File: config.mk
export PLATFORM = sky130hd
export DESIGN_NAME = segment_transition_flat
export DESIGN_NICKNAME = d
export VERILOG_FILES = /design/src/rtl/segment_transition_if.sv /design/src/rtl/segment_transition.sv /design/src/flat_wrapper.sv
export SDC_FILE = /design/constraint.sdc
export NUM_CORES = 1
export LEC_CHECK = 0
export BUFFER_PORTS_ARGS = -buffer_cell sky130_fd_sc_hd__buf_2
export CORE_ASPECT_RATIO = 1.4
export CORE_MARGIN = 3
export CORE_UTILIZATION = 25
export DETAILED_ROUTE_END_ITERATION = 7
export HOLD_SLACK_MARGIN = 0.1
export SLEW_MARGIN = 0
export SYNTH_ARGS = -nofsm -noshare
export SYNTH_HDL_FRONTEND = slang
export SYNTH_SLANG_ARGS = --single-unit
File: constraint.sdc
create_clock -name i_clk -period 5.8 [get_ports i_clk]
set_input_delay 0.29 -clock i_clk [delete_from_list [all_inputs] [get_ports i_clk]]
set_output_delay 0.29 -clock i_clk [all_outputs]
set_load 0.03 [all_outputs]
File: src/rtl/segment_transition_if.sv
// ----------------------------------------------------------------------------
// segment_transition_if
//   Bundles the controller-side request, loop and status signals of
//   segment_transition.
//   master : controller / index-counter side (drives requests, time, GPIO,
//            loop_end; observes segment status)
//   slave  : segment_transition itself
//   Signals
//     update           1-cycle pulse, latch a new request
//     req_segment      requested segment (0/1)
//     transition_mode  8'h00 SYNC_IDX, 8'h01 SYS_TIME, 8'h02 GPIO, 8'hF0 EXT
//     transition_value SYS_TIME: [SysTimeW-1:0] target time; GPIO: [1:0] pin
//     rep0, rep1       repeat count per segment (loops = rep+1, all-ones = inf)
//     sys_time         synchronized, monotonic system time
//     gpio_in          asynchronous GPIO inputs
//     loop_end         index counter wrapped to 0
//     segment          active read segment
//     swapped          1-cycle pulse coincident with a segment update
//     stop             finite repetition exhausted
//     waiting          a request is pending its trigger
// ----------------------------------------------------------------------------
interface segment_transition_if #(
    parameter int RepWidth = 16,
    parameter int SysTimeW = 56
);
    logic                update;
    logic                req_segment;
    logic [7:0]          transition_mode;
    logic [63:0]         transition_value;
    logic [RepWidth-1:0] rep0;
    logic [RepWidth-1:0] rep1;
    logic [SysTimeW-1:0] sys_time;
    logic [3:0]          gpio_in;
    logic                loop_end;
    logic                segment;
    logic                swapped;
    logic                stop;
    logic                waiting;

    modport master (
        output update, req_segment, transition_mode, transition_value,
               rep0, rep1, sys_time, gpio_in, loop_end,
        input  segment, swapped, stop, waiting
    );

    modport slave (
        input  update, req_segment, transition_mode, transition_value,
               rep0, rep1, sys_time, gpio_in, loop_end,
        output segment, swapped, stop, waiting
    );
endinterface

File: src/rtl/segment_transition.sv
// ----------------------------------------------------------------------------
// segment_transition
//   Chooses which of the two memory segments the sampler reads and when.
//   A request whose segment repeats forever swaps on the next cycle; a finite
//   request waits for its trigger (loop end, system time or a GPIO rising
//   edge). Loop repetitions of a finite segment are counted; when exhausted
//   the block either raises stop or, in EXT mode, ping-pongs to the other
//   segment.
//   Ports
//     i_clk  system clock
//     i_rst  asynchronous, active-high reset
//     bus    segment_transition_if.slave (request, time, GPIO, loop, status)
//   Configuration
//     SEGMENT_TRANSITION_GPIO_EN : include GPIO trigger mode and its input
//     synchronizers. Undefined, gpio_in is unused and mode 8'h02 behaves as
//     SYNC_IDX.
// ----------------------------------------------------------------------------
module segment_transition #(
    parameter int RepWidth = 16,
    parameter int SysTimeW = 56
) (
    input  logic                  i_clk,
    input  logic                  i_rst,
    segment_transition_if.slave   bus
);

    localparam logic [7:0] MODE_SYNC_IDX = 8'h00;
    localparam logic [7:0] MODE_SYS_TIME = 8'h01;
    localparam logic [7:0] MODE_GPIO     = 8'h02;
    localparam logic [7:0] MODE_EXT      = 8'hF0;

    localparam logic [RepWidth-1:0] REP_INF = '1;

    typedef enum logic {ST_RUN, ST_WAIT} state_e;

    state_e              r_state,    w_state_nxt;
    logic                r_segment,  w_segment_nxt;
    logic                r_swapped,  w_swapped_nxt;
    logic                r_stop,     w_stop_nxt;
    logic [RepWidth-1:0] r_loop_cnt, w_loop_cnt_nxt;
    // Repeat count and EXT flag of the segment currently being read.
    logic [RepWidth-1:0] r_act_rep,  w_act_rep_nxt;
    logic                r_act_ext,  w_act_ext_nxt;
    // Pending request, valid while in ST_WAIT.
    logic                r_req_seg,  w_req_seg_nxt;
    logic [7:0]          r_req_mode, w_req_mode_nxt;
    logic [RepWidth-1:0] r_req_rep,  w_req_rep_nxt;
    logic [SysTimeW-1:0] r_req_val,  w_req_val_nxt;

    logic [RepWidth-1:0] w_in_rep;
    logic                w_mode_known;
    logic                w_trigger;
    logic                w_unused;

`ifdef SEGMENT_TRANSITION_GPIO_EN
    // Two flops of metastability settling, then a registered rising-edge
    // detect, so a pin change reaches the trigger three cycles later.
    logic [3:0] r_gpio_meta, r_gpio_sync, r_gpio_prev, r_gpio_rise;

    always_ff @(posedge i_clk or posedge i_rst) begin
        if (i_rst) begin
            r_gpio_meta <= '0;
            r_gpio_sync <= '0;
            r_gpio_prev <= '0;
            r_gpio_rise <= '0;
        end else begin
            r_gpio_meta <= bus.gpio_in;
            r_gpio_sync <= r_gpio_meta;
            r_gpio_prev <= r_gpio_sync;
            r_gpio_rise <= r_gpio_sync & ~r_gpio_prev;
        end
    end

    assign w_unused = ^bus.transition_value[63:SysTimeW];
`else
    assign w_unused = ^{bus.gpio_in, bus.transition_value[63:SysTimeW]};
`endif

    assign w_in_rep     = bus.req_segment ? bus.rep1 : bus.rep0;
    assign w_mode_known = (bus.transition_mode == MODE_SYNC_IDX) ||
                          (bus.transition_mode == MODE_SYS_TIME) ||
                          (bus.transition_mode == MODE_GPIO)     ||
                          (bus.transition_mode == MODE_EXT);

    always_comb begin
        w_trigger = bus.loop_end;
        case (r_req_mode)
            MODE_SYS_TIME: w_trigger = (bus.sys_time >= r_req_val);
`ifdef SEGMENT_TRANSITION_GPIO_EN
            MODE_GPIO:     w_trigger = r_gpio_rise[r_req_val[1:0]];
`endif
            default:       w_trigger = bus.loop_end;
        endcase
    end

    // NOTE: every next-state value gets a default before any branch so this
    // block can never infer a latch; unassigned paths simply hold state.
    always_comb begin
        w_state_nxt    = r_state;
        w_segment_nxt  = r_segment;
        w_swapped_nxt  = 1'b0;
        w_stop_nxt     = r_stop;
        w_loop_cnt_nxt = r_loop_cnt;
        w_act_rep_nxt  = r_act_rep;
        w_act_ext_nxt  = r_act_ext;
        w_req_seg_nxt  = r_req_seg;
        w_req_mode_nxt = r_req_mode;
        w_req_rep_nxt  = r_req_rep;
        w_req_val_nxt  = r_req_val;

        if (bus.update) begin
            // A same-cycle loop_end is deliberately dropped here.
            if (w_in_rep == REP_INF) begin
                w_state_nxt    = ST_RUN;
                w_segment_nxt  = bus.req_segment;
                w_swapped_nxt  = 1'b1;
                w_stop_nxt     = 1'b0;
                w_loop_cnt_nxt = '0;
                w_act_rep_nxt  = REP_INF;
                w_act_ext_nxt  = 1'b0;
            end else if (w_mode_known) begin
                w_state_nxt    = ST_WAIT;
                w_req_seg_nxt  = bus.req_segment;
                w_req_mode_nxt = bus.transition_mode;
                w_req_rep_nxt  = w_in_rep;
                w_req_val_nxt  = bus.transition_value[SysTimeW-1:0];
            end
        end else if ((r_state == ST_WAIT) && w_trigger) begin
            // Pending request takes priority over an EXT auto-swap.
            w_state_nxt    = ST_RUN;
            w_segment_nxt  = r_req_seg;
            w_swapped_nxt  = 1'b1;
            w_stop_nxt     = 1'b0;
            w_loop_cnt_nxt = '0;
            w_act_rep_nxt  = r_req_rep;
            w_act_ext_nxt  = (r_req_mode == MODE_EXT);
        end else if (bus.loop_end && (r_act_rep != REP_INF)) begin
            if (r_loop_cnt == r_act_rep) begin
                if (r_act_ext) begin
                    w_segment_nxt  = ~r_segment;
                    w_swapped_nxt  = 1'b1;
                    w_stop_nxt     = 1'b0;
                    w_loop_cnt_nxt = '0;
                    w_act_rep_nxt  = r_segment ? bus.rep0 : bus.rep1;
                end else begin
                    w_stop_nxt = 1'b1;
                end
            end else begin
                // Cannot wrap: the compare above caps it at r_act_rep < all-ones.
                w_loop_cnt_nxt = r_loop_cnt + RepWidth'(1);
            end
        end
    end

    // NOTE: state registers use non-blocking assignments so every flop
    // samples the pre-edge value of every other flop.
    always_ff @(posedge i_clk or posedge i_rst) begin
        if (i_rst) begin
            r_state    <= ST_RUN;
            r_segment  <= 1'b0;
            r_swapped  <= 1'b0;
            r_stop     <= 1'b0;
            r_loop_cnt <= '0;
            r_act_rep  <= REP_INF;   // segment 0 starts as infinite
            r_act_ext  <= 1'b0;
            r_req_seg  <= 1'b0;
            r_req_mode <= MODE_SYNC_IDX;
            r_req_rep  <= '0;
            r_req_val  <= '0;
        end else begin
            r_state    <= w_state_nxt;
            r_segment  <= w_segment_nxt;
            r_swapped  <= w_swapped_nxt;
            r_stop     <= w_stop_nxt;
            r_loop_cnt <= w_loop_cnt_nxt;
            r_act_rep  <= w_act_rep_nxt;
            r_act_ext  <= w_act_ext_nxt;
            r_req_seg  <= w_req_seg_nxt;
            r_req_mode <= w_req_mode_nxt;
            r_req_rep  <= w_req_rep_nxt;
            r_req_val  <= w_req_val_nxt;
        end
    end

    assign bus.segment = r_segment;
    assign bus.swapped = r_swapped;
    assign bus.stop    = r_stop;
    assign bus.waiting = (r_state == ST_WAIT);

endmodule

File: src/flat_wrapper.sv
// flat-port wrapper written by rule: the top's interface ports become plain ports
module segment_transition_flat 
#(
    parameter int RepWidth = 16,
    parameter int SysTimeW = 56
)
  (i_clk, i_rst, bus_update, bus_req_segment, bus_transition_mode, bus_transition_value, bus_rep0, bus_rep1, bus_sys_time, bus_gpio_in, bus_loop_end, bus_segment, bus_swapped, bus_stop, bus_waiting);
  segment_transition_if #(.RepWidth(RepWidth), .SysTimeW(SysTimeW)) bus_i ();
  input  logic i_clk;
  input  logic i_rst;
  input wire logic [$bits(bus_i.update)-1:0] bus_update;
  input wire logic [$bits(bus_i.req_segment)-1:0] bus_req_segment;
  input wire logic [$bits(bus_i.transition_mode)-1:0] bus_transition_mode;
  input wire logic [$bits(bus_i.transition_value)-1:0] bus_transition_value;
  input wire logic [$bits(bus_i.rep0)-1:0] bus_rep0;
  input wire logic [$bits(bus_i.rep1)-1:0] bus_rep1;
  input wire logic [$bits(bus_i.sys_time)-1:0] bus_sys_time;
  input wire logic [$bits(bus_i.gpio_in)-1:0] bus_gpio_in;
  input wire logic [$bits(bus_i.loop_end)-1:0] bus_loop_end;
  output wire logic [$bits(bus_i.segment)-1:0] bus_segment;
  output wire logic [$bits(bus_i.swapped)-1:0] bus_swapped;
  output wire logic [$bits(bus_i.stop)-1:0] bus_stop;
  output wire logic [$bits(bus_i.waiting)-1:0] bus_waiting;
  assign bus_i.update = bus_update;
  assign bus_i.req_segment = bus_req_segment;
  assign bus_i.transition_mode = bus_transition_mode;
  assign bus_i.transition_value = bus_transition_value;
  assign bus_i.rep0 = bus_rep0;
  assign bus_i.rep1 = bus_rep1;
  assign bus_i.sys_time = bus_sys_time;
  assign bus_i.gpio_in = bus_gpio_in;
  assign bus_i.loop_end = bus_loop_end;
  assign bus_segment = bus_i.segment;
  assign bus_swapped = bus_i.swapped;
  assign bus_stop = bus_i.stop;
  assign bus_waiting = bus_i.waiting;
  segment_transition #(.RepWidth(RepWidth), .SysTimeW(SysTimeW)) u_core (.i_clk(i_clk), .i_rst(i_rst), .bus(bus_i));
endmodule
# Word level (Yosys, flattened, before mapping)
# Index checks and enable logic that the tools add are counted.
[word_totals]
regBits = 118
latch_bits = 0
ramBits = 0
romBits = 0
inputBits = 169
out_inout_bits = 4
word_cells = 81
mem_count = 0
[op_classes]
n_addsub = 1
mul = 0
n_div = 0
magnitude_cmp = 1
eq_ne = 11
n_shift = 0
n_mux = 39
n_bitwise = 2
n_reduce_logical = 16
[ops]
columns = ["cell", "n"]
rows = [
  ["16-bit two-way mux", 14],
  ["56-bit greater-or-equal comparator", 1],
  ["1-bit two-way mux", 25],
  ["16-bit by 1-bit adder with 16-bit output (second input constant)", 1],
  ["16-bit equality test", 1],
  ["16-bit equality test (second input constant)", 1],
  ["8-bit by 1-bit equality test with 1-bit output (second input constant)", 2],
  ["8-bit equality test (second input constant)", 2],
  ["16-bit != test (second input constant)", 1],
  ["3-bit AND reduction", 3],
  ["3-bit nonzero test", 3],
  ["8-bit by 2-bit equality test with 1-bit output (second input constant)", 1],
  ["8-bit logical NOT", 1],
  ["4-bit by 2-bit != test with 1-bit output (second input constant)", 1],
  ["2-bit AND reduction", 2],
  ["4-bit AND reduction", 1],
  ["1-bit logical OR", 3],
  ["3-bit by 1-bit != test with 1-bit output (second input constant)", 1],
  ["1-bit logical AND", 2],
  ["2-bit by 1-bit != test with 1-bit output (second input constant)", 1],
  ["1-bit NOT", 2],
  ["2-bit nonzero test", 1],
]

# Depth between registers and ports, before layout
# Gate-level depths: netlist (run 1).
[logic_depth]
ltp_word = 7
ltp_mapped = 12

# Least setup slack after synthesis (run 1)
# Ideal clock, no wire load.
[synth_path]
path_kind = "reg2reg"
start = "reg u_core.r_req_mode[4]"
end = "reg u_core.r_loop_cnt[8]"
setup_ns = 0.126
arrival_ns = 2.529
required_ns = 5.674
setup_slack_ns = 3.145
path_stages_with_launch = 9
period_less_slack_ns = 2.655
path_cell_list = "dfrtp_1 -> or4_4 -> nor3_1 -> o21ai_0 -> nor4_1 -> o31ai_1 -> a31o_2 -> buf_4 -> a221o_1"
[synth_via]
elab_chain_cells = 5
elab_cells_between_ends = 8
classes_between = "2 x eq/ne; 3 x mux; 3 x reduce/logical"
[synth_lines]
columns = ["element", "line", "rtl"]
rows = [
  ["start: declaration", "segment_transition.sv:46", "logic [7:0] r_req_mode, w_req_mode_nxt;"],
  ["start signal: assignment", "segment_transition.sv:179", "r_req_mode <= w_req_mode_nxt;"],
  ["8-bit by 1-bit equality test with 1-bit output (*)", "segment_transition.sv:87", "case (r_req_mode)"],
  ["1-bit two-way mux (*)", "segment_transition.sv:87", ""],
  ["1-bit logical AND (*)", "segment_transition.sv:128", "end else if ((r_state == ST_WAIT) && w_trigger) begin"],
  ["4-bit by 2-bit != test with 1-bit output (no line), or another cell as far along", "n/a", ""],
  ["3-bit AND reduction (no line) or 16-bit two-way mux (tied branches)", "n/a", ""],
  ["end signal: assignment", "segment_transition.sv:175", "r_loop_cnt <= w_loop_cnt_nxt;"],
  ["end: declaration", "segment_transition.sv:40", "logic [RepWidth-1:0] r_loop_cnt, w_loop_cnt_nxt;"],
]
# Mark *: on every way between the ends. The rest lies on a longest branch, timed or not.
# A chain may end at the register's enable or synchronous reset.

# Worst setup path after layout (run 1)
[layout_path]
start = "reg u_core.r_req_val[23]"
end = "reg u_core.r_segment, in the netlist u_core.bus.segment"
[layout_via]
elab_chain_cells = 5
elab_cells_between_ends = 9
classes_between = "1 x order compare; 3 x mux; 5 x reduce/logical"
[layout_lines]
columns = ["element", "line", "rtl"]
rows = [
  ["start: declaration", "segment_transition.sv:48", "logic [SysTimeW-1:0] r_req_val, w_req_val_nxt;"],
  ["start signal: assignment", "segment_transition.sv:181", "r_req_val <= w_req_val_nxt;"],
  ["56-bit greater-or-equal comparator (*)", "segment_transition.sv:88", "MODE_SYS_TIME: w_trigger = (bus.sys_time >= r_req_val);"],
  ["1-bit two-way mux (*)", "segment_transition.sv:87", ""],
  ["1-bit logical AND (*)", "segment_transition.sv:128", ""],
  ["3-bit nonzero test (no line) or 1-bit two-way mux (tied branches)", "n/a", ""],
  ["4-bit AND reduction (no line) or 1-bit two-way mux (tied branches)", "n/a", ""],
  ["end signal: assignment", "segment_transition.sv:172", "r_segment <= w_segment_nxt;"],
  ["end: declaration", "segment_transition.sv:37", "logic r_segment, w_segment_nxt;"],
]
# Marked as above.

==> summary.txt, run 1 <==
Status
  • Outcome: finished, final reports clean

Worst setup path
  • R2R Setup Slk: 2.34 ns
  • CP most frequent cell: nand3_1
  • Worst path top cell family by delay: compound AO/OA/AOI/OAI gates
  • Buf+Inv Stages, Crit Path: 2
  • CP endpoint kind: flip-flop
  • Slowest CP cell: a21oi_2
  • CP startpoint kind: flip-flop
  • Worst EP arrival: 3.81 ns
  • Req. time, crit path: 6.15 ns
  • Max FO, Critical Path: 35
  • Worst-path cell chain: inv_1 > ha_1 > nand4_1 > nor4_1 > nand3_1 > nand3_1 > o31ai_1 > a21o_1 > buf_4 > a21oi_2 > o221a_2
  • Critical path class: reg2reg
  • Max stage delay on crit path: 0.77 ns

STA
  • Final setup viols: 0
  • Final slew viol count: 0
  • Max Fclk: 289 MHz
  • Tmin final: 3.46 ns
  • Slew HR: 34.1%
  • Setup TNS Final: 0 ns
  • Final hold vios: 0
  • RSZ-0062 raised after global routing: false
  • Skew final: 0.00943 ns
  • Worst-margin pin slew: 0.988 ns
  • Final period util: 59.7%

Power
  • Peak supply drop: 146 µV
  • Sw power: 734 µW
  • Register share of total power: 41.1%
  • Overall power: 2.51 mW
  • Comb power frac: 21.9%
  • Leakage: 4.41 nW
  • Clock power frac: 37.0%
  • Sw Share: 29.2%
  • Internal power: 1.78 mW
  • PwrDens: 269 nW/µm²

Synth
  • Syn Area/Cell: 9.12 µm²
  • Synth Register Bits: 118
  • Distinct cells, synth: 59
  • Synth Cell Area: 7080 µm²
  • Area share of the leading cell type in the synthesized netlist: 36.1%
  • EDFF count, synth: 0
  • Post-synth ARST share: 100%
  • Synthesis Warnings: 0
  • Post-synth top area cell: dfrtp_1
  • Post-synthesis sequential area ratio: 42.0%
  • Most numerous cell in the Yosys netlist: dfrtp_1
  • Post-Syn Instances: 776
  • Leading post-synthesis cells by cell area: dfrtp_1, ha_1, o21ai_0
  • Syn Nets: 1002
  • Most used DFF post-synth: dfrtp_1
  • Commonest cells post-synth: dfrtp_1, nand2_1, o21ai_0

Clock network
  • Clock Sinks: 118
  • CTS Buf Count: 17
  • Clk_lat worst skew: 0.42 ns
  • H-tree levels: 4
  • # resized after CTS: 0
  • CTS max path bufs: 2
  • Hold Buf Count CTS: 56
  • Clock transition at path regs: 0.06 ns
  • CTS tree: built
  • Setup Fix Bufs, Post-CTS: 0
  • Clock root buffer: clkbuf_16

Route
  • Post-DRT Antenna Nets: 0
  • Total number of vias: 6385
  • Final wirelength: 20400 µm
  • DR WL met3: 649 µm
  • First drt pass iteration count: 4
  • Vias per Instance: 4.67
  • Number of remaining DRC errors: 0
  • Max layer used: met4
  • DRT iter0 DRCs: 296
  • Met2 wire len: 11200 µm
  • Drt wl/cell: 14.9 µm
  • M1 WL: 8090 µm

Placed design
  • DP Area: 8260 µm²
  • PortBufs: 160
  • DPL Wire Length: 15200 µm
  • RePlAce Congestion: 0.811

Finish
  • Fin area: 9320 µm²
  • P&R area growth vs syn: 31.8%
  • Fin nets: 1210
  • Filler cell count: 2925
  • Diode count: 0
  • Share of layout cells above drive strength 1: 22.7%

Global routing
  • Vias in the first global route: 6626
  • GR Overflow Total: 0
  • Pin count of the biggest net entering global routing: 104
  • Antenna violations before repair: 0
  • First-pass GRT wire length: 33100 µm
  • Global-route usage over all layers: 13.6%

Floorplanning
  • Initial Utilization: 25.5%
  • Row cnt: 72
  • Die X: 148 µm
  • CORE AREA: 27700 µm²
  • Die area: 30400 µm²
  • Ports: 173
  • Die Y: 205 µm

Hold path
  • Hold Crit Class: in2reg

Job
  • Max Cap Viol: 0
## cells by family after synthesis
kind of cell    synth area share (%)
xor+xnor                        1.98
buf+inv                         5.73
mux                             5.43
compound gates                  16.6
fa+ha+maj                       10.1
flops                           42.0
simple gates                    18.1
## registers in the layout, indices dropped and copies added, names as in the netlist
name	count
u_core.r_act_ext	1
u_core.r_req_mode	8
u_core.bus.waiting	1
u_core.r_loop_cnt	16
u_core.bus.stop	1
u_core.r_req_val	56
u_core.r_act_rep	16
u_core.bus.segment	1
u_core.bus.swapped	1
u_core.r_req_seg	1
u_core.r_req_rep	16
## final timing paths
path                                     startpoint              endpoint  depth (start not counted)
max                            u_core.r_req_val[23]    u_core.bus.segment                         11
min                        bus_transition_value[38]  u_core.r_req_val[38]                          3
max reg2reg                    u_core.r_req_val[23]    u_core.bus.segment                         11
min reg2reg                    u_core.r_req_mode[2]  u_core.r_req_mode[2]                          1
max in group asynchronous                     i_rst  u_core.r_req_val[21]                          4
min in group asynchronous                     i_rst  u_core.r_req_val[13]                          3
## through the flow
step / util [%] / hold slack, ns / setup slack (ns) / cells
floorplan: - / 0.407 / 2.41 / 776
global placement: 29.8 / 0.470 / 2.31 / 1279
detailed placement: 29.8 / 0.467 / 2.31 / 1279
CTS: 33.6 / 0.101 / 2.32 / 1367
global route: 33.6 / 0.135 / 2.11 / 1367
finish: 33.6 / 0.108 / 2.34 / 1367
## tightest hold or removal path, stage by stage
cell and delay (ns):
buf_2 0.09, nand2_1 0.04, o21ai_0 0.06
## power groups by stage
| stage | clock network [mW] | logic, mW | registers, mW |
|---|---|---|---|
| after floorplan | 0 | 0.365 | 1.02 |
| after global placement | 0 | 0.510 | 1.04 |
| after detailed placement | 0 | 0.526 | 1.04 |
| after CTS | 0.951 | 0.559 | 1.03 |
| after global routing | 0.982 | 0.643 | 1.04 |
| final | 0.929 | 0.550 | 1.03 |
## final cells by class
| cell class | count | area [µm²] | area share [%] |
|---|---|---|---|
| multi-input cells | 554 | 3700 | 39.7 |
| flip-flops and latches | 118 | 2970 | 31.9 |
| repair buffers | 222 | 1410 | 15.1 |
| clock buffers | 27 | 483 | 5.18 |
| well taps | 370 | 463 | 4.97 |
| inverters | 71 | 269 | 2.89 |
| clock inverters | 5 | 25.0 | 0.268 |
## routing by layer
metal	up-vias	global-route usage, %
met3	28	2.88
met5	-	0
met4	0	4.99
li1	3171	-
met2	109	25.8
met1	3077	14.8
## layout by cell type, fill, tap and decap left out, types with 16 or more instances in the layout
cell type      instances
dlygate4sd3_1         56
inv_1                 70
nand4_1               27
dfstp_2               16
clkbuf_16             17
nor2_1                32
xnor2_1               16
ha_1                  57
a21oi_1               45
o21ai_0               87
nand3_1               37
nand2_1               87
or3_1                 20
buf_2                160
o211a_1               16
dfrtp_1              102
mux2i_1               35
Note: power is estimated with default switching activity, not from simulation.
==> run 2, diff against run 1 <==
- ABC_AREA: unset -> 1
- clock period: 5.8 -> 2.9 ns (I/O delays scaled with it)
==> run 2 against run 1 <==
  * Fmax grew 38%
  * Worst hold slack improved by 0.0026 ns
  * Worst setup slack worse by 1.9 ns
  * Clock power increased by 150%
  * Sequential power grew 110%
  * Total power increased by 140%
  * Global-route usage fell by 0.59 points
  * Critical path depth increased by 4
  * Die area rose by 8.5%
  * Clock skew increased by 0.0037 ns
  * Largest cell class unchanged
==> summary.txt, run 2 <==
Route
  • Number of remaining DRC errors: 0 (unchanged)
  • Post-DRT Antenna Nets: 0 (unchanged)
  • DR WL met3: 719 µm (+11%)
  • First drt pass iteration count: 4 (unchanged)
  • Drt wl/cell: 13.2 µm (-11%)
  • M1 WL: 8940 µm (+10%)
  • Total number of vias: 7088 (+11%)
  • DRT iter0 DRCs: 339 (+15%)
  • Max layer used: met4
  • Vias per Instance: 4.39 (-6.0%)
  • Final wirelength: 21400 µm (+4.6%)
  • Met2 wire len: 11000 µm (-1.9%)

Worst setup path
  • Worst EP arrival: 2.81 ns (-1.00 ns)
  • Slowest CP cell: nor3_1
  • Worst-path cell chain: inv_1 > ha_1 > nand2_1 > nor2_1 > nand2_1 > nor3_1 > and2_1 > nand2_1 > nand2_2 > nand2_2 > nand2_1 > nand2_2 > buf_4 > nand3_1 > nand2_1
  • Critical path depth: 15 (+4)
  • Worst r2r path cells: 15 (+4)
  • CP most frequent cell: nand2_1
  • Buf+Inv Stages, Crit Path: 2 (unchanged)
  • Critical path class: reg2reg
  • Max stage delay on crit path: 0.39 ns (-0.38 ns)
  • CP endpoint kind: flip-flop
  • CP startpoint kind: flip-flop
  • Req. time, crit path: 3.21 ns (-2.94 ns)
  • Max FO, Critical Path: 17 (-51%)
  • Worst path top cell family by delay: simple AND/OR/NAND/NOR gates

STA
  • Final period util: 86.4% (+27 points)
  • Final hold vios: 0 (unchanged)
  • Worst setup margin: 0.395 ns (-1.95 ns)
  • Tmin final: 2.51 ns (-0.955 ns)
  • Max Fclk: 399 MHz (+38%)
  • Slew HR: 35.5% (+1.4 points)
  • Skew final: 0.0131 ns (+0.00366 ns)
  • Final slew viol count: 0 (unchanged)
  • Final setup viols: 0 (unchanged)
  • RSZ-0062 raised after global routing: false
  • Setup TNS Final: 0 ns (unchanged)
  • Hold Slack: 0.110 ns (+0.00259 ns)
  • Worst-margin pin slew: 0.967 ns (-0.0213 ns)

Global routing
  • Pin count of the biggest net entering global routing: 65 (-38%)
  • Global-route usage over all layers: 13.0% (-0.59 points)
  • First-pass GRT wire length: 34600 µm (+4.5%)
  • Vias in the first global route: 7017 (+5.9%)
  • Antenna violations before repair: 6 (+6)
  • GR Overflow Total: 0 (unchanged)

Clock network
  • Clock Sinks: 118 (unchanged)
  • CTS max path bufs: 2 (unchanged)
  • CTS tree: built
  • # resized after CTS: 0 (unchanged)
  • Clock transition at path regs: 0.06 ns (about the same)
  • Clk_lat worst skew: 0.43 ns (about the same)
  • CTS Buf Count: 17 (unchanged)
  • Clock root buffer: clkbuf_16
  • H-tree levels: 4 (unchanged)

Synth
  • Synth Cell Area: 7700 µm² (+8.8%)
  • Post-synth top area cell: dfrtp_1
  • Commonest cells post-synth: nand2_1, inv_1, nor2_1
  • Distinct cells, synth: 38 (-36%)
  • Syn Area/Cell: 7.85 µm² (-14%)
  • Post-synth ARST share: 100% (unchanged)
  • Post-Syn Instances: 981 (+26%)
  • Syn Nets: 1207 (+20%)
  • Synthesis Warnings: 0 (unchanged)
  • Post-synthesis sequential area ratio: 38.6% (-3.4 points)
  • Most numerous cell in the Yosys netlist: nand2_1
  • Leading post-synthesis cells by cell area: dfrtp_1, nand2_1, ha_1
  • Synth Register Bits: 118 (unchanged)
  • EDFF count, synth: 0 (unchanged)
  • Area share of the leading cell type in the synthesized netlist: 33.2% (-2.9 points)
  • Most used DFF post-synth: dfrtp_1

Hold path
  • Hold Crit Class: in2reg
  • Hold Crit Depth: 5 (+2)

Floorplanning
  • Ports: 173 (unchanged)
  • Row cnt: 75 (+4.2%)
  • Die X: 154 µm (+4.1%)
  • Die Y: 214 µm (+4.2%)
  • Initial Utilization: 25.6% (+0.057 points)
  • CORE AREA: 30100 µm² (+8.6%)
  • Die area: 33000 µm² (+8.5%)

Finish
  • Most frequent cells in the layout: nand2_1, buf_2, inv_1
  • Filler-free cell count of the finished design: 1615 (+18%)
  • Top reg by flops: u_core.r_req_val
  • Final core utilization: 34.1% (+0.53 points)
  • Sequential cell area: 2970 µm² (unchanged)
  • Share of layout cells above drive strength 1: 24.8% (+2.2 points)
  • Max reg flops: 56 (unchanged)
  • Commonest non-fill, non-tap cell in the layout: nand2_1
  • Fin area: 10300 µm² (+10%)
  • Filler cell count: 3101 (+6.0%)
  • Fin nets: 1437 (+19%)
  • Multi-input logic area: 4000 µm² (+8.1%)
  • P&R area growth vs syn: 33.5%

Job
  • Max Cap Viol: 0 (unchanged)

Placed design
  • RePlAce Congestion: 0.845 (+4.2%)
  • DPL Wire Length: 16000 µm (+5.2%)
  • DP Worst Slack: 0.303 ns (-2.00 ns)
  • DP Area: 8930 µm² (+8.1%)
  • PortBufs: 160 (unchanged)
  • Dpl cells: 1507 (+18%)

Power
  • Overall power: 5.90 mW (+140%)
  • Peak supply drop: 300 µV (+100%)
  • Leakage: 5.25 nW (+19%)
  • PwrDens: 574 nW/µm² (+110%)

Status
  • Outcome: finished, final reports clean
run 2: cell count changes in the layout (fill, tap and decap cells not counted), moves of 49 or more:
cell     change
nand2_1    +123
inv_1       +56
nor2_1      +84
a21oi_2     +51
o21ai_0     -51
nand3_1     +49
run 2: final cells by class:
cell class | count | area share, %
multi-input cells | 696 | 38.9
flip-flops and latches | 118 | 28.9
repair buffers | 249 | 16.4
inverters | 129 | 4.75
well taps | 385 | 4.69
clock buffers | 18 | 4.27
clock inverters | 14 | 1.94
diodes | 6 | 0.146
run 2: final timing paths:
check	start	end	slack, ns
setup / recovery	u_core.r_req_val[39]	u_core.bus.segment	0.39
hold / removal	bus_rep1[13]	u_core.r_req_rep[13]	0.11
setup reg to reg	u_core.r_req_val[39]	u_core.bus.segment	0.39
hold reg to reg	u_core.r_req_mode[3]	u_core.r_req_mode[3]	0.47
max in group asynchronous	i_rst	u_core.r_act_rep[4]	1.64
min in group asynchronous	i_rst	u_core.r_req_rep[2]	0.44
run 2: kinds of logic after synthesis:
family	synth area share, %
buffers and inverters	9.48
AND/OR/NAND/NOR	25.3
flip-flops	38.6
multiplexers	1.61
adder cells (fa/ha/maj)	9.26
AO/OA/AOI/OAI	12.8
XOR/XNOR	2.96
run 2: metal layers:
metal / global-route usage [%] / up-vias
met5: 0 / -
met2: 23.3 / 152
met4: 6.37 / 0
met3: 1.94 / 40
met1: 15.3 / 3272
li1: - / 3624
run 2: power by group:
group / internal [mW] / switching (mW) / leakage, nW
Sequential: 2.00 / 0.179 / 1.35
Combinational: 0.642 / 0.758 / 3.60
Clock: 1.47 / 0.853 / 0.300
run 2: timing repair:
item	4_1_cts	5_1_grt
buffers inserted	0	0
hold buffers	70	0
endpoints found under the hold margin	96	0
run 2: tightest hold or removal path: stages:
cell and delay, ns:
buf_2 0.10, inv_1 0.06, o21ai_1 0.05, inv_1 0.06, o21ai_0 0.08
==> run 3, diff against run 2 <==
==> constraint.sdc (replaced) <==
create_clock -name i_clk -period 2.9 [get_ports i_clk]
set_input_delay 0.29 -clock i_clk [delete_from_list [all_inputs] [get_ports i_clk]]
set_output_delay 0.29 -clock i_clk [all_outputs]
set_load 0.03 [all_outputs]
==> run 3 against run 2 <==
  * Sequential share of layout area grew 0.91 points
  * First-iteration DRC count shrank 3.8%
  * Largest power group unchanged
  * Clock skew shrank 0.00095 ns
  * Highest routed layer unchanged
  * Clock power shrank 3%
  * Final cell count shrank 1.9%
  * Largest cell class unchanged
  * Total power shrank 2.0%
  * Die area is the same
  * Sequential cell count is the same
  * Routed wire length shrank 0.61%
  * Non-clock buffer count shrank 31
==> summary.txt, run 3 (synthesis gave the netlist of run 2 again) <==
Status
  • Outcome: finished, final reports clean

STA
  • Final slew viol count: 0 (unchanged)
  • Skew final: 0.0121 ns (-0.000947 ns)
  • Tmin final: 2.53 ns (+0.0267 ns)
  • Final setup viols: 0 (unchanged)
  • Worst-margin pin slew: 0.969 ns (+0.00193 ns)
  • Final period util: 87.3% (+0.92 points)
  • Worst setup margin: 0.368 ns (-0.0267 ns)
  • RSZ-0062 raised after global routing: false
  • Slew HR: 35.4% (-0.13 points)
  • Final hold vios: 0 (unchanged)
  • Hold Slack: 0.117 ns (+0.00678 ns)
  • Max Fclk: 395 MHz (-1.1%)
  • Setup TNS Final: 0 ns (unchanged)

Worst setup path
  • Slowest CP cell: nor3_1
  • Max stage delay on crit path: 0.33 ns (-0.06 ns)
  • R2R Setup Slk: 0.37 ns (-0.03 ns)
  • Req. time, crit path: 3.23 ns (+0.02 ns)
  • Worst EP arrival: 2.86 ns (+0.05 ns)
  • CP endpoint kind: flip-flop
  • Critical path class: reg2reg
  • CP most frequent cell: nand2_1
  • Max FO, Critical Path: 13 (-4)
  • CP startpoint kind: flip-flop
  • Worst-path cell chain: inv_1 > ha_1 > nand2_1 > nor2_1 > nand2_1 > nor3_1 > and2_1 > nand2_1 > nand2_2 > nand2_2 > nand2_1 > nand2_2 > buf_4 > nand3_1 > nand2_1

Global routing
  • Antenna violations before repair: 6 (unchanged)
  • GR Overflow Total: 0 (unchanged)
  • Global-route usage over all layers: 13.0% (about the same)
  • Vias in the first global route: 6944 (-1.0%)
  • First-pass GRT wire length: 34100 µm (-1.3%)
  • Pin count of the biggest net entering global routing: 55 (-15%)

Placed design
  • DP Worst Slack: 0.280 ns (-0.0228 ns)
  • DP Area: 8930 µm² (about the same)
  • DPL Wire Length: 16200 µm (+1.3%)
  • PortBufs: 160 (unchanged)
  • RePlAce Congestion: 0.828 (-2.1%)

Clock network
  • CTS Buf Count: 17 (unchanged)
  • Clock root buffer: clkbuf_16
  • H-tree levels: 4 (unchanged)
  • Clock transition at path regs: 0.07 ns (about the same)
  • Clock Sinks: 118 (unchanged)
  • Clk_lat worst skew: 0.44 ns (about the same)
  • CTS tree: built
  • # resized after CTS: 0 (unchanged)
  • CTS max path bufs: 2 (unchanged)

Power
  • Sw Share: 31.1% (+0.77 points)
  • Overall power: 5.78 mW (-2.0%)
  • Internal power: 3.98 mW (-3.1%)
  • PwrDens: 580 nW/µm² (+1.1%)
  • Clock power frac: 38.7% (-0.7 points)
  • Leakage: 5.12 nW (-2.4%)
  • Peak supply drop: 316 µV (+5.2%)
  • Comb power frac: 23.7% (about the same)
  • Register share of total power: 37.7% (+0.8 points)
  • Sw power: 1.80 mW (+0.52%)

Finish
  • Most frequent cells in the layout: nand2_1, buf_2, inv_1
  • P&R area growth vs syn: 29.4%
  • Max reg flops: 56 (unchanged)
  • Multi-input logic area: 4000 µm² (unchanged)
  • Commonest non-fill, non-tap cell in the layout: nand2_1
  • Share of layout cells above drive strength 1: 25.4% (+0.56 points)
  • Sequential cell area: 2970 µm² (unchanged)
  • Fin area: 9970 µm² (-3.1%)
  • Fin nets: 1406 (-2.2%)
  • Filler cell count: 3157 (+1.8%)
  • Top reg by flops: u_core.r_req_val

Floorplanning
  • Row cnt: 75 (unchanged)
  • Initial Utilization: 25.6% (unchanged)
  • CORE AREA: 30100 µm² (unchanged)
  • Die X: 154 µm (unchanged)
  • Die area: 33000 µm² (unchanged)
  • Die Y: 214 µm (unchanged)
  • Ports: 173 (unchanged)

Route
  • First drt pass iteration count: 6 (+2)
  • Vias per Instance: 4.40 (+0.16%)
  • Drt wl/cell: 13.4 µm (+1.3%)
  • DRT iter0 DRCs: 326 (-3.8%)
  • Met2 wire len: 11100 µm (+0.86%)
  • Number of remaining DRC errors: 0 (unchanged)
  • Final wirelength: 21200 µm (-0.61%)
  • Max layer used: met4
  • Post-DRT Antenna Nets: 0 (unchanged)
  • Total number of vias: 6963 (-1.8%)
  • DR WL met3: 693 µm (-3.6%)
  • M1 WL: 8690 µm (-2.8%)

Job
  • Max Cap Viol: 0 (unchanged)

Hold path
  • Hold Crit Class: in2reg
[run 3: cell count changes in the layout (fill, tap and decap cells not counted)]
cell | before | now
buf_12 | 3 | 4
buf_4 | 16 | 14
bufinv_16 | 4 | 3
clkbuf_8 | 1 | 0
clkinv_2 | 1 | 0
clkinv_4 | 2 | 5
clkinvlp_4 | 5 | 3
dlygate4sd3_1 | 70 | 40
inv_6 | 3 | 5
[run 3: path summary, 6_finish.rpt]
kind | from | endpoint | cells past startpoint
setup / recovery | u_core.r_req_val[39] | u_core.bus.segment | 15
hold / removal | bus_transition_value[25] | u_core.r_req_val[25] | 3
setup reg to reg | u_core.r_req_val[39] | u_core.bus.segment | 15
hold reg to reg | u_core.r_req_mode[3] | u_core.r_req_mode[3] | 2
max in group asynchronous | i_rst | u_core.r_loop_cnt[3] | 4
min in group asynchronous | i_rst | u_core.r_req_val[40] | 3
[run 3: cell type report]
class,count,area share (%)
Tap cell,385,4.83
Sequential cell,118,29.8
Multi-Input combinational cell,696,40.2
Inverter,129,4.90
Timing Repair Buffer,218,13.9
Antenna cell,6,0.151
Clock inverter,15,1.93
Clock buffer,17,4.27
[run 3: what timing repair did]
| item | in CTS | in global routing |
|---|---|---|
| hold buffers | 40 | 0 |
| setup buffers | 0 | 0 |
| endpoints found under the hold margin | 59 | 0 |
[run 3: power by group through the flow]
stage               combinational [mW]  sequential [mW]  clock [mW]
finish                            1.37             2.18        2.24
global route                      1.60             2.22        2.37
CTS                               1.40             2.18        2.30
detailed placement                1.35             2.21           0
global placement                  1.30             2.19           0
floorplan                        0.991             2.15           0
[run 3: per-layer routing]
| layer | track usage [%] | vias to the layer above |
|---|---|---|
| li1 | - | 3571 |
| met1 | 14.5 | 3241 |
| met2 | 24.0 | 115 |
| met3 | 2.36 | 36 |
| met4 | 6.19 | 0 |
| met5 | 0 | - |
[run 3: stage by stage]
stage               util [%]  std cells
floorplan                  -        981
global placement        29.7       1506
detailed placement      29.7       1506
CTS                     33.0       1578
global route            33.1       1584
finish                  33.1       1584
[run 3: worst max-delay path, delay by kind of cell (launching register included)]
kind	cells	cell delay (ns)
AND/OR/NAND/NOR	12	1.56
flip-flops	1	0.32
adder cells (fa/ha/maj)	1	0.29
buffers and inverters	2	0.27
